[src/rtl/multdiv_unit_pkg.sv]
// Shared encodings and FSM states for the iterative multiply/divide unit.
package multdiv_unit_pkg;

  localparam int DEF_WIDTH = 32;

  localparam logic [4:0] OPCODE_RTYPE = 5'd0;
  localparam logic [4:0] ALU_OP_MUL   = 5'd6;
  localparam logic [4:0] ALU_OP_DIV   = 5'd7;

  typedef enum logic [1:0] {
    IDLE = 2'd0,
    MUL  = 2'd1,
    DIV  = 2'd2,
    DONE = 2'd3
  } md_state_t;

endpackage

[src/rtl/multdiv_unit_div_step.sv]
// One restoring-division step: shift the next dividend bit into the remainder,
// trial-subtract the divisor, keep the difference only if it did not go negative.
module multdiv_unit_div_step
  import multdiv_unit_pkg::*;
#(
  parameter int WIDTH = DEF_WIDTH
) (
  input  logic [WIDTH:0]   rem_in,
  input  logic [WIDTH-1:0] quo_in,
  input  logic [WIDTH-1:0] divisor,
  output logic [WIDTH:0]   rem_out,
  output logic [WIDTH-1:0] quo_out
);

  logic [WIDTH+1:0] shifted;
  logic [WIDTH:0]   diff;
  logic             ge;

  // quo_in doubles as the dividend shift register: its MSB feeds the remainder
  assign shifted = {rem_in, quo_in[WIDTH-1]};
  assign ge      = (shifted >= {2'b00, divisor});
  assign diff    = shifted[WIDTH:0] - {1'b0, divisor};
  assign rem_out = ge ? diff : shifted[WIDTH:0];
  assign quo_out = {quo_in[WIDTH-2:0], ge};

endmodule

[src/rtl/multdiv_unit.sv]
// Iterative signed multiply/divide: one bit per cycle on operand magnitudes,
// sign applied when the result is captured; busy stalls the pipeline meanwhile.
module multdiv_unit
  import multdiv_unit_pkg::*;
#(
  parameter int WIDTH = DEF_WIDTH,
  parameter int CNT_W = 6
) (
  input  logic             clock,
  input  logic             reset,
  input  logic             ctrl_MULT,
  input  logic             ctrl_DIV,
  input  logic [WIDTH-1:0] data_operandA,
  input  logic [WIDTH-1:0] data_operandB,
  input  logic [4:0]       rd_in,
  output logic [WIDTH-1:0] data_result,
  output logic             data_exception,
  output logic             data_resultRDY,
  output logic [4:0]       rd_out,
  output logic             busy
);

  md_state_t state, state_nx;

  logic [WIDTH-1:0]   op_a_abs, op_b_abs;
  logic [WIDTH-1:0]   b_mag, quo, quo_nx, quo_signed;
  logic [WIDTH:0]     rem, rem_nx;
  logic [2*WIDTH-1:0] acc, mcand, acc_nx, prod;
  logic [CNT_W-1:0]   count;
  logic [4:0]         rd_lat;
  logic               neg, last, mul_exc, div_exc;

  // Two's-complement negate maps 0x80000000 onto itself, which is the correct unsigned magnitude
  assign op_a_abs = data_operandA[WIDTH-1] ? -data_operandA : data_operandA;
  assign op_b_abs = data_operandB[WIDTH-1] ? -data_operandB : data_operandB;

  assign last   = (count == CNT_W'(WIDTH - 1));
  assign acc_nx = acc + (b_mag[0] ? mcand : '0);
  assign prod   = neg ? -acc_nx : acc_nx;
  assign mul_exc = !((&prod[2*WIDTH-1:WIDTH-1]) || (~|prod[2*WIDTH-1:WIDTH-1]));

  multdiv_unit_div_step #(.WIDTH(WIDTH)) u_div_step (
    .rem_in  (rem),
    .quo_in  (quo),
    .divisor (b_mag),
    .rem_out (rem_nx),
    .quo_out (quo_nx)
  );

  assign quo_signed = neg ? -quo_nx : quo_nx;
  // A positive quotient with the MSB set can only come from MIN / -1
  assign div_exc    = !neg && quo_nx[WIDTH-1];

  always_ff @(posedge clock) begin
    if (reset) begin
      state          <= IDLE;
      data_result    <= '0;
      data_exception <= 1'b0;
      rd_out         <= '0;
      b_mag          <= '0;
      neg            <= 1'b0;
      rd_lat         <= '0;
      acc            <= '0;
      mcand          <= '0;
      rem            <= '0;
      quo            <= '0;
      count          <= '0;
    end else begin
      state <= state_nx;
      case (state)
        IDLE: begin
          if (ctrl_MULT || ctrl_DIV) begin
            b_mag  <= op_b_abs;
            neg    <= data_operandA[WIDTH-1] ^ data_operandB[WIDTH-1];
            rd_lat <= rd_in;
            acc    <= '0;
            mcand  <= {{WIDTH{1'b0}}, op_a_abs};
            rem    <= '0;
            quo    <= op_a_abs;
            count  <= '0;
          end
        end
        MUL: begin
          acc   <= acc_nx;
          mcand <= mcand << 1;
          b_mag <= b_mag >> 1;
          count <= count + CNT_W'(1);
          if (last) begin
            data_result    <= prod[WIDTH-1:0];
            data_exception <= mul_exc;
            rd_out         <= rd_lat;
          end
        end
        DIV: begin
          if (b_mag == '0) begin
            data_result    <= '0;
            data_exception <= 1'b1;
            rd_out         <= rd_lat;
          end else begin
            rem   <= rem_nx;
            quo   <= quo_nx;
            count <= count + CNT_W'(1);
            if (last) begin
              data_result    <= quo_signed;
              data_exception <= div_exc;
              rd_out         <= rd_lat;
            end
          end
        end
        default: ;
      endcase
    end
  end

  always_comb begin
    state_nx = state;
    case (state)
      IDLE: begin
        if (ctrl_MULT)     state_nx = MUL;
        else if (ctrl_DIV) state_nx = DIV;
      end
      MUL:     if (last) state_nx = DONE;
      DIV:     if (last || (b_mag == '0)) state_nx = DONE;
      DONE:    state_nx = IDLE;
      default: state_nx = IDLE;
    endcase
  end

  always_comb begin
    busy           = (state != IDLE);
    data_resultRDY = (state == DONE);
  end

endmodule
[config.mk]
export PLATFORM = sky130hd
export DESIGN_NAME = multdiv_unit
export DESIGN_NICKNAME = d
export VERILOG_FILES = /design/src/rtl/multdiv_unit_pkg.sv /design/src/rtl/multdiv_unit_div_step.sv /design/src/rtl/multdiv_unit.sv
export SDC_FILE = /design/constraint.sdc
export NUM_CORES = 1
export LEC_CHECK = 0
export CAP_MARGIN = 10
export CORE_MARGIN = 3
export CORE_UTILIZATION = 45
export DETAILED_ROUTE_END_ITERATION = 16
export DONT_BUFFER_PORTS = 1
export RECOVER_POWER = 100
export SLEW_MARGIN = 20
export SYNTH_ARGS = -nofsm -noshare
export SYNTH_HDL_FRONTEND = slang
export SYNTH_HIERARCHICAL = 1
export SYNTH_SLANG_ARGS = --single-unit
[constraint.sdc]
create_clock -name clock -period 6.1 [get_ports clock]
set_input_delay 1.22 -clock clock [delete_from_list [all_inputs] [get_ports clock]]
set_output_delay 1.22 -clock clock [all_outputs]
set_load 0.05 [all_outputs]
# --- After elaboration in Yosys (flattened, before gate mapping) ---
# Cells that the tools add are included.
# W data, S select, Z words.
op_classes:
  n_addsub: 7
  n_lt_le_gt_ge: 1
  n_eq_ne: 10
  n_mux: 37
  bitwise: 1
  reduce_logical: 22
ops:
  columns: ["op", "count"]
  rows:
  - ["$mux W32", 9]
  - ["$mux W64", 4]
  - ["$pmux W64 S2", 2]
  - ["$pmux W32 S2", 3]
  - ["$mux W33", 3]
  - ["$neg A32 Y32", 3]
  - ["$pmux W33 S2", 1]
  - ["$add A64 B64 Y64", 1]
  - ["$neg A64 Y64", 1]
  - ["$ge A34 B32 Y1", 1]
  - ["$reduce_and A33 Y1", 1]
  - ["$reduce_or A33 Y1", 1]
  - ["$sub A33 B32 Y33", 1]
  - ["$logic_not A32 Y1", 1]
  - ["$pmux W6 S3", 1]
  - ["$mux W6", 2]
  - ["$reduce_and A3 Y1", 4]
  - ["$mux W5", 2]
  - ["$pmux W5 S2", 1]
  - ["$mux W2", 4]
  - ["$ne A2 B2 Y1 const B", 4]
  - ["$pmux W2 S4", 1]
  - ["$reduce_bool A2 Y1", 4]
  - ["$add A6 B1 Y6 const B", 1]
  - ["other kinds (13)", 22]
totals:
  reg_bits: 277
  output_inout_bits: 40
  wordCells: 90

# --- Logic depth before layout (Yosys ltp) ---
depth:
  ltp_word: 10
  ltp_mapped: 25

# --- By module ---
# The synthesis kept the hierarchy.
modules_own_cells:
  columns: ["module", "n_inst", "cells_each", "area_per_inst_um2", "seq_area_each_um2"]
  rows:
  - ["multdiv_unit", 1, 2749, 19940.4, 5545.3]
  - ["multdiv_unit_div_step", 1, 378, 2431.1, 0.0]

# --- Least setup slack after synthesis ---
# OpenSTA, ideal clock, no wires.
synth_path:
  kind: "register to register"
  startpoint: "reg b_mag[0]"
  endpoint: "reg data_exception"
  setup_ns: 0.127
  t_arrival_ns: 5.316
  t_required_ns: 5.973
  path_slack_ns: 0.657
  path_stages_with_launch: 24
  n_path_buf: 4
  synth_period_minus_slack_ns: 5.443
  cell_sequence: "dfxtp_1 clkbuf_1 clkbuf_1 and2_1 ha_1 inv_1 fa_1 nor2b_4 o311a_4 o2111ai_2 and3_1 xnor2_1 or4_4 or3_1 buf_2 or4b_1 buf_2 or3_1 o31ai_1 a32oi_1 nor4_2 o2111ai_1 o21ai_1 a31oi_1"
synth_via:
  elab_chain_cells: 10
synth_rtl:
  columns: ["item", "line_no", "source"]
  rows:
  - ["start, declared", "multdiv_unit.sv:26", "logic [WIDTH-1:0] b_mag, quo, quo_nx, quo_signed;"]
  - ["start signal, assigned", "multdiv_unit.sv:73", "b_mag <= op_b_abs;"]
  - ["start signal, assigned", "multdiv_unit.sv:86", "b_mag <= b_mag >> 1;"]
  - ["$mux W64", "multdiv_unit.sv:38", "assign acc_nx = acc + (b_mag[0] ? mcand : '0);"]
  - ["$add A64 B64 Y64", "multdiv_unit.sv:38", null]
  - ["$neg A64 Y64", "multdiv_unit.sv:39", "assign prod = neg ? -acc_nx : acc_nx;"]
  - ["$mux W64", "multdiv_unit.sv:39", null]
  - ["$reduce_or A33 Y1", "multdiv_unit.sv:40", "assign mul_exc = !((&prod[2*WIDTH-1:WIDTH-1]) || (~|prod[2*WIDTH-1:WIDTH-1]));"]
  - ["$logic_not A1 Y1", "multdiv_unit.sv:40", null]
  - ["$logic_or A1 B1 Y1", "multdiv_unit.sv:40", null]
  - ["$logic_not A1 Y1", "multdiv_unit.sv:40", null]
  - ["$mux W1", "multdiv_unit.sv:88", "if (last) begin"]
  - ["$pmux W1 S2", "multdiv_unit.sv:70", "case (state)"]
  - ["end signal, assigned", "multdiv_unit.sv:90", "data_exception <= mul_exc;"]
  - ["end signal, assigned", "multdiv_unit.sv:105", "data_exception <= div_exc;"]
  - ["end, declared", "multdiv_unit.sv:17", "output logic data_exception,"]
# Parallel ways exist; a longest one is shown, timed or not. The select of a mux whose other input is x is not followed.
# A chain may end at the register's enable or synchronous reset.

# --- Final worst setup path ---
# Ends and elaborated chain as after synthesis.

==> impl_results.md <==
* Power Internal at about 5 mW
* Netlist cell types at 96
* Post-Syn Area at 0.0224 mm2
* H-tree depth at 2
* Global-route usage over all layers at 0.277
* Sequential share of the synthesized area at 0.248
* CP bufs+invs at 1
* Critical Path Start Type: flop
* DR vias at approximately 23000
* Switching share of power at 0.462
* Nets at 3194
* Routed WL at ~76000 um
* Slew Viols, Final at approximately 380
* Core Rows at 81
* Mean Syn Cell Area at about 7.2 um2
* Crit-path cells: buf_12 -> and2_1 -> ha_1 -> a21oi_1 -> o21ai_1 -> a21oi_1 -> o311ai_0 -> a211oi_1 -> xnor2_1 -> a211o_1 -> or4b_1 -> or3_1 -> o41ai_1 -> xor2_1 -> nor4bb_1 -> nand4b_1 -> o21ai_1 -> a31oi_1
* RePlAce Congestion at 0.960
* Vias in the first global route at 21500
* Max Fclk at ~170 MHz
* Tcrit/Tclk final at 0.951
* Worst path slowest cell: o311ai_0
* Core box area at around 0.049 mm2
* Worst hold path type: flop to flop
* CP max stage delay at between 0.6 and 0.7 ns
* CTS clock-pin slew for the worst setup and hold paths at approximately 0.060 ns
* Clk_skew at ~0.027 ns
* Final setup vio count at 0
* Tmin final at 5.80 ns
* Seq cells post-synth at between 200 and 300
* Number of port buffers at 0
* Worst-Margin Slew at around 4 ns
* Leak Pwr at between 9 and 10 nW
* Post-route cell area at 0.0241 mm2
* Root buffer cell: clkbuf_16
* Die H at 229 um
* Clock buffer depth at 3
* Commonest cells after routing, fill and taps aside: nor2_1 (487), a21oi_1 (336), nand2_1 (287)
* Rel. slew slack at -1.70
* CTS tree: yes
* I/O pins at between 100 and 150
* Starting Density at 0.456
* Fraction of layout cells with a size suffix above 1 at 0.0655
* Syn_nets at 3307
* Total grt overflow at 0
* Kind of critical path: flop to flop
* Synth Warn # at 6
* TritonRoute pass-1 iters at 6
* Post-synth EDFFs at 0
* CTS Buf Count at 36
* Primary FF master, synth: dfxtp_1
* Vias per cell at 6.10
* Status: finished, violations left
* Placed cell areas at roughly 0.023 mm2
* WP data arrival at between 6 and 7 ns
* Cts hold-fix bufs at 0
* Synth Instances at 3127
* VDD IR-drop max at roughly 0.48 mV
* Iter 0 DRT Violations at roughly 1700
* Layout area overhead at 7.67%
* Max_cap viols at 4
* Failing checks: capacitance limit, slew limit
* Post-DP HPWL at approximately 56000 um
* Async set or reset register ratio after synthesis at 0
* Largest net degree at the start of global routing at about 270
* Fin worst setup slack at around 0.30 ns
* Ant. Diodes at 0
* Worst skew pair latency at approximately 0.57 ns
* Pre-CTS setup slack at approximately 0.15 ns
* Final Hold Vio Count at 0
* Power share of the combinational group at 0.500
* Setup bufs post-CTS at 0
* CP Data Required Time at 6.53 ns
* Crit-path leading delay family: compound AO/OA/AOI/OAI gates
* Sequential share of power at 0.259
* Clk sinks at 277
* Clock power share at 0.242
* Antenna-violating nets left at 0
* # DRC at 0
* Nature of the critical path endpoint: flop
* Post-Route Setup TNS at 0 ns
* First-pass GRT wire length at around 120000 um
* Switching power at between 4 and 5 mW
* Die width at 229 um
* Commonest non-fill, non-tap cell in the layout: nor2_1
* P per Cell Area at 376 mW/mm2
* Die area at 0.0524 mm2
* Initial antenna violation count at 0
* Routed len/inst at ~20 um
* Critical path fanouts, max at 34
-- Yosys cell counts, types with 19 or more instances --
library cell / number / area share
and2_1: 80 / 0.022
a31oi_1: 21 / 0.0059
nor2_1: 487 / 0.082
o21ai_1: 27 / 0.0060
nor4_1: 29 / 0.0081
mux2i_1: 33 / 0.015
dfxtp_1: 277 / 0.25
nand3_1: 75 / 0.017
xor2_1: 128 / 0.050
clkbuf_1: 164 / 0.028
a211oi_1: 24 / 0.0081
a21oi_1: 337 / 0.075
nand2_1: 287 / 0.048
o41ai_1: 25 / 0.0098
inv_1: 83 / 0.014
a22oi_1: 101 / 0.034
or3_1: 43 / 0.012
o21ai_0: 150 / 0.034
xnor2_1: 78 / 0.031
nor3_1: 57 / 0.013
nand4_1: 48 / 0.013
nand2b_1: 27 / 0.0076
ha_1: 105 / 0.059
o31ai_1: 52 / 0.017
o221ai_1: 36 / 0.014
buf_4: 33 / 0.011
buf_1: 19 / 0.0032
a21o_1: 34 / 0.011
-- flip-flops by register name, summed over array words and instances (netlist names), 5 cells and up --
signal and cells:
acc 64, count 6, quo 32, rd_out 5, rem 33, mcand 64
data_result 32, b_mag 32, rd_lat 5
-- power groups by stage --
| stage | clock (mW) | sequential (mW) | combinational [mW] |
|---|---|---|---|
| floorplan | 0 | 2.23 | 3.49 |
| global placement | 0 | 2.37 | 4.42 |
| detailed placement | 0 | 2.38 | 4.47 |
| CTS | 2.25 | 2.34 | 4.50 |
| global route | 2.32 | 2.38 | 4.98 |
| finish | 2.19 | 2.35 | 4.53 |
-- logic make-up after synthesis --
| logic type | synth area share |
|---|---|
| adders and majority gates | 0.0605 |
| muxes | 0.0188 |
| AOI/OAI and AO/OA | 0.274 |
| DFF | 0.248 |
| and+or+nand+nor | 0.259 |
| buffers and inverters | 0.0596 |
| xor gates and xnor gates | 0.0806 |
-- cell type report --
| cell class | count | area (um2) |
|---|---|---|
| Fill cell | 5054 | 25000 |
| Timing Repair Buffer | 81 | 626 |
| Clock buffer | 49 | 1030 |
| Tap cell | 664 | 831 |
| Inverter | 85 | 319 |
| Sequential cell | 277 | 5550 |
| Clock inverter | 14 | 188 |
| Multi-Input combinational cell | 2533 | 15500 |
-- layer usage --
| metal | GRT usage | up-vias | share of wire |
|---|---|---|---|
| li1 | - | 11000 | - |
| met1 | 0.373 | 10700 | 0.46 |
| met2 | 0.457 | 731 | 0.45 |
| met3 | 0.0376 | 128 | 0.055 |
| met4 | 0.0937 | 0 | 0.036 |
| met5 | 0 | - | 0 |
-- path summary, 6_finish.rpt --
check / from / to / slack, ns / cells after the start
min reg2reg: rem[13] / rem[13] / 0.48 / 2
min: rem[13] / rem[13] / 0.48 / 2
max reg2reg: b_mag[0] / data_exception / 0.30 / 18
max: b_mag[0] / data_exception / 0.30 / 18
-- per-stage QoR --
step / power (mW) / hold slack, ns / utilization / std cells
floorplan: 5.73 / 0.432 / - / 3127
global route: 9.69 / 0.495 / 0.491 / 3703
detailed placement: 6.85 / 0.467 / 0.466 / 3639
CTS: 9.08 / 0.477 / 0.491 / 3702
finish: 9.07 / 0.476 / 0.491 / 3703
global placement: 6.79 / 0.454 / 0.466 / 3639
-- what timing repair did --
action                     CTS  global route
setup endpoints to repair    0             1
resized for setup            0            14
hold endpoints to repair     0             0
-- worst reg2reg max path: stages, from the launching register on --
cell,delay [ns]
dfxtp_2,0.38
buf_12,0.18
and2_1,0.20
ha_1,0.54
a21oi_1,0.18
o21ai_1,0.35
a21oi_1,0.19
o311ai_0,0.65
a211oi_1,0.19
xnor2_1,0.19
a211o_1,0.29
or4b_1,0.59
or3_1,0.48
o41ai_1,0.41
xor2_1,0.23
nor4bb_1,0.26
nand4b_1,0.16
o21ai_1,0.15
a31oi_1,0.06
Note: power is estimated with default switching activity, not from simulation.
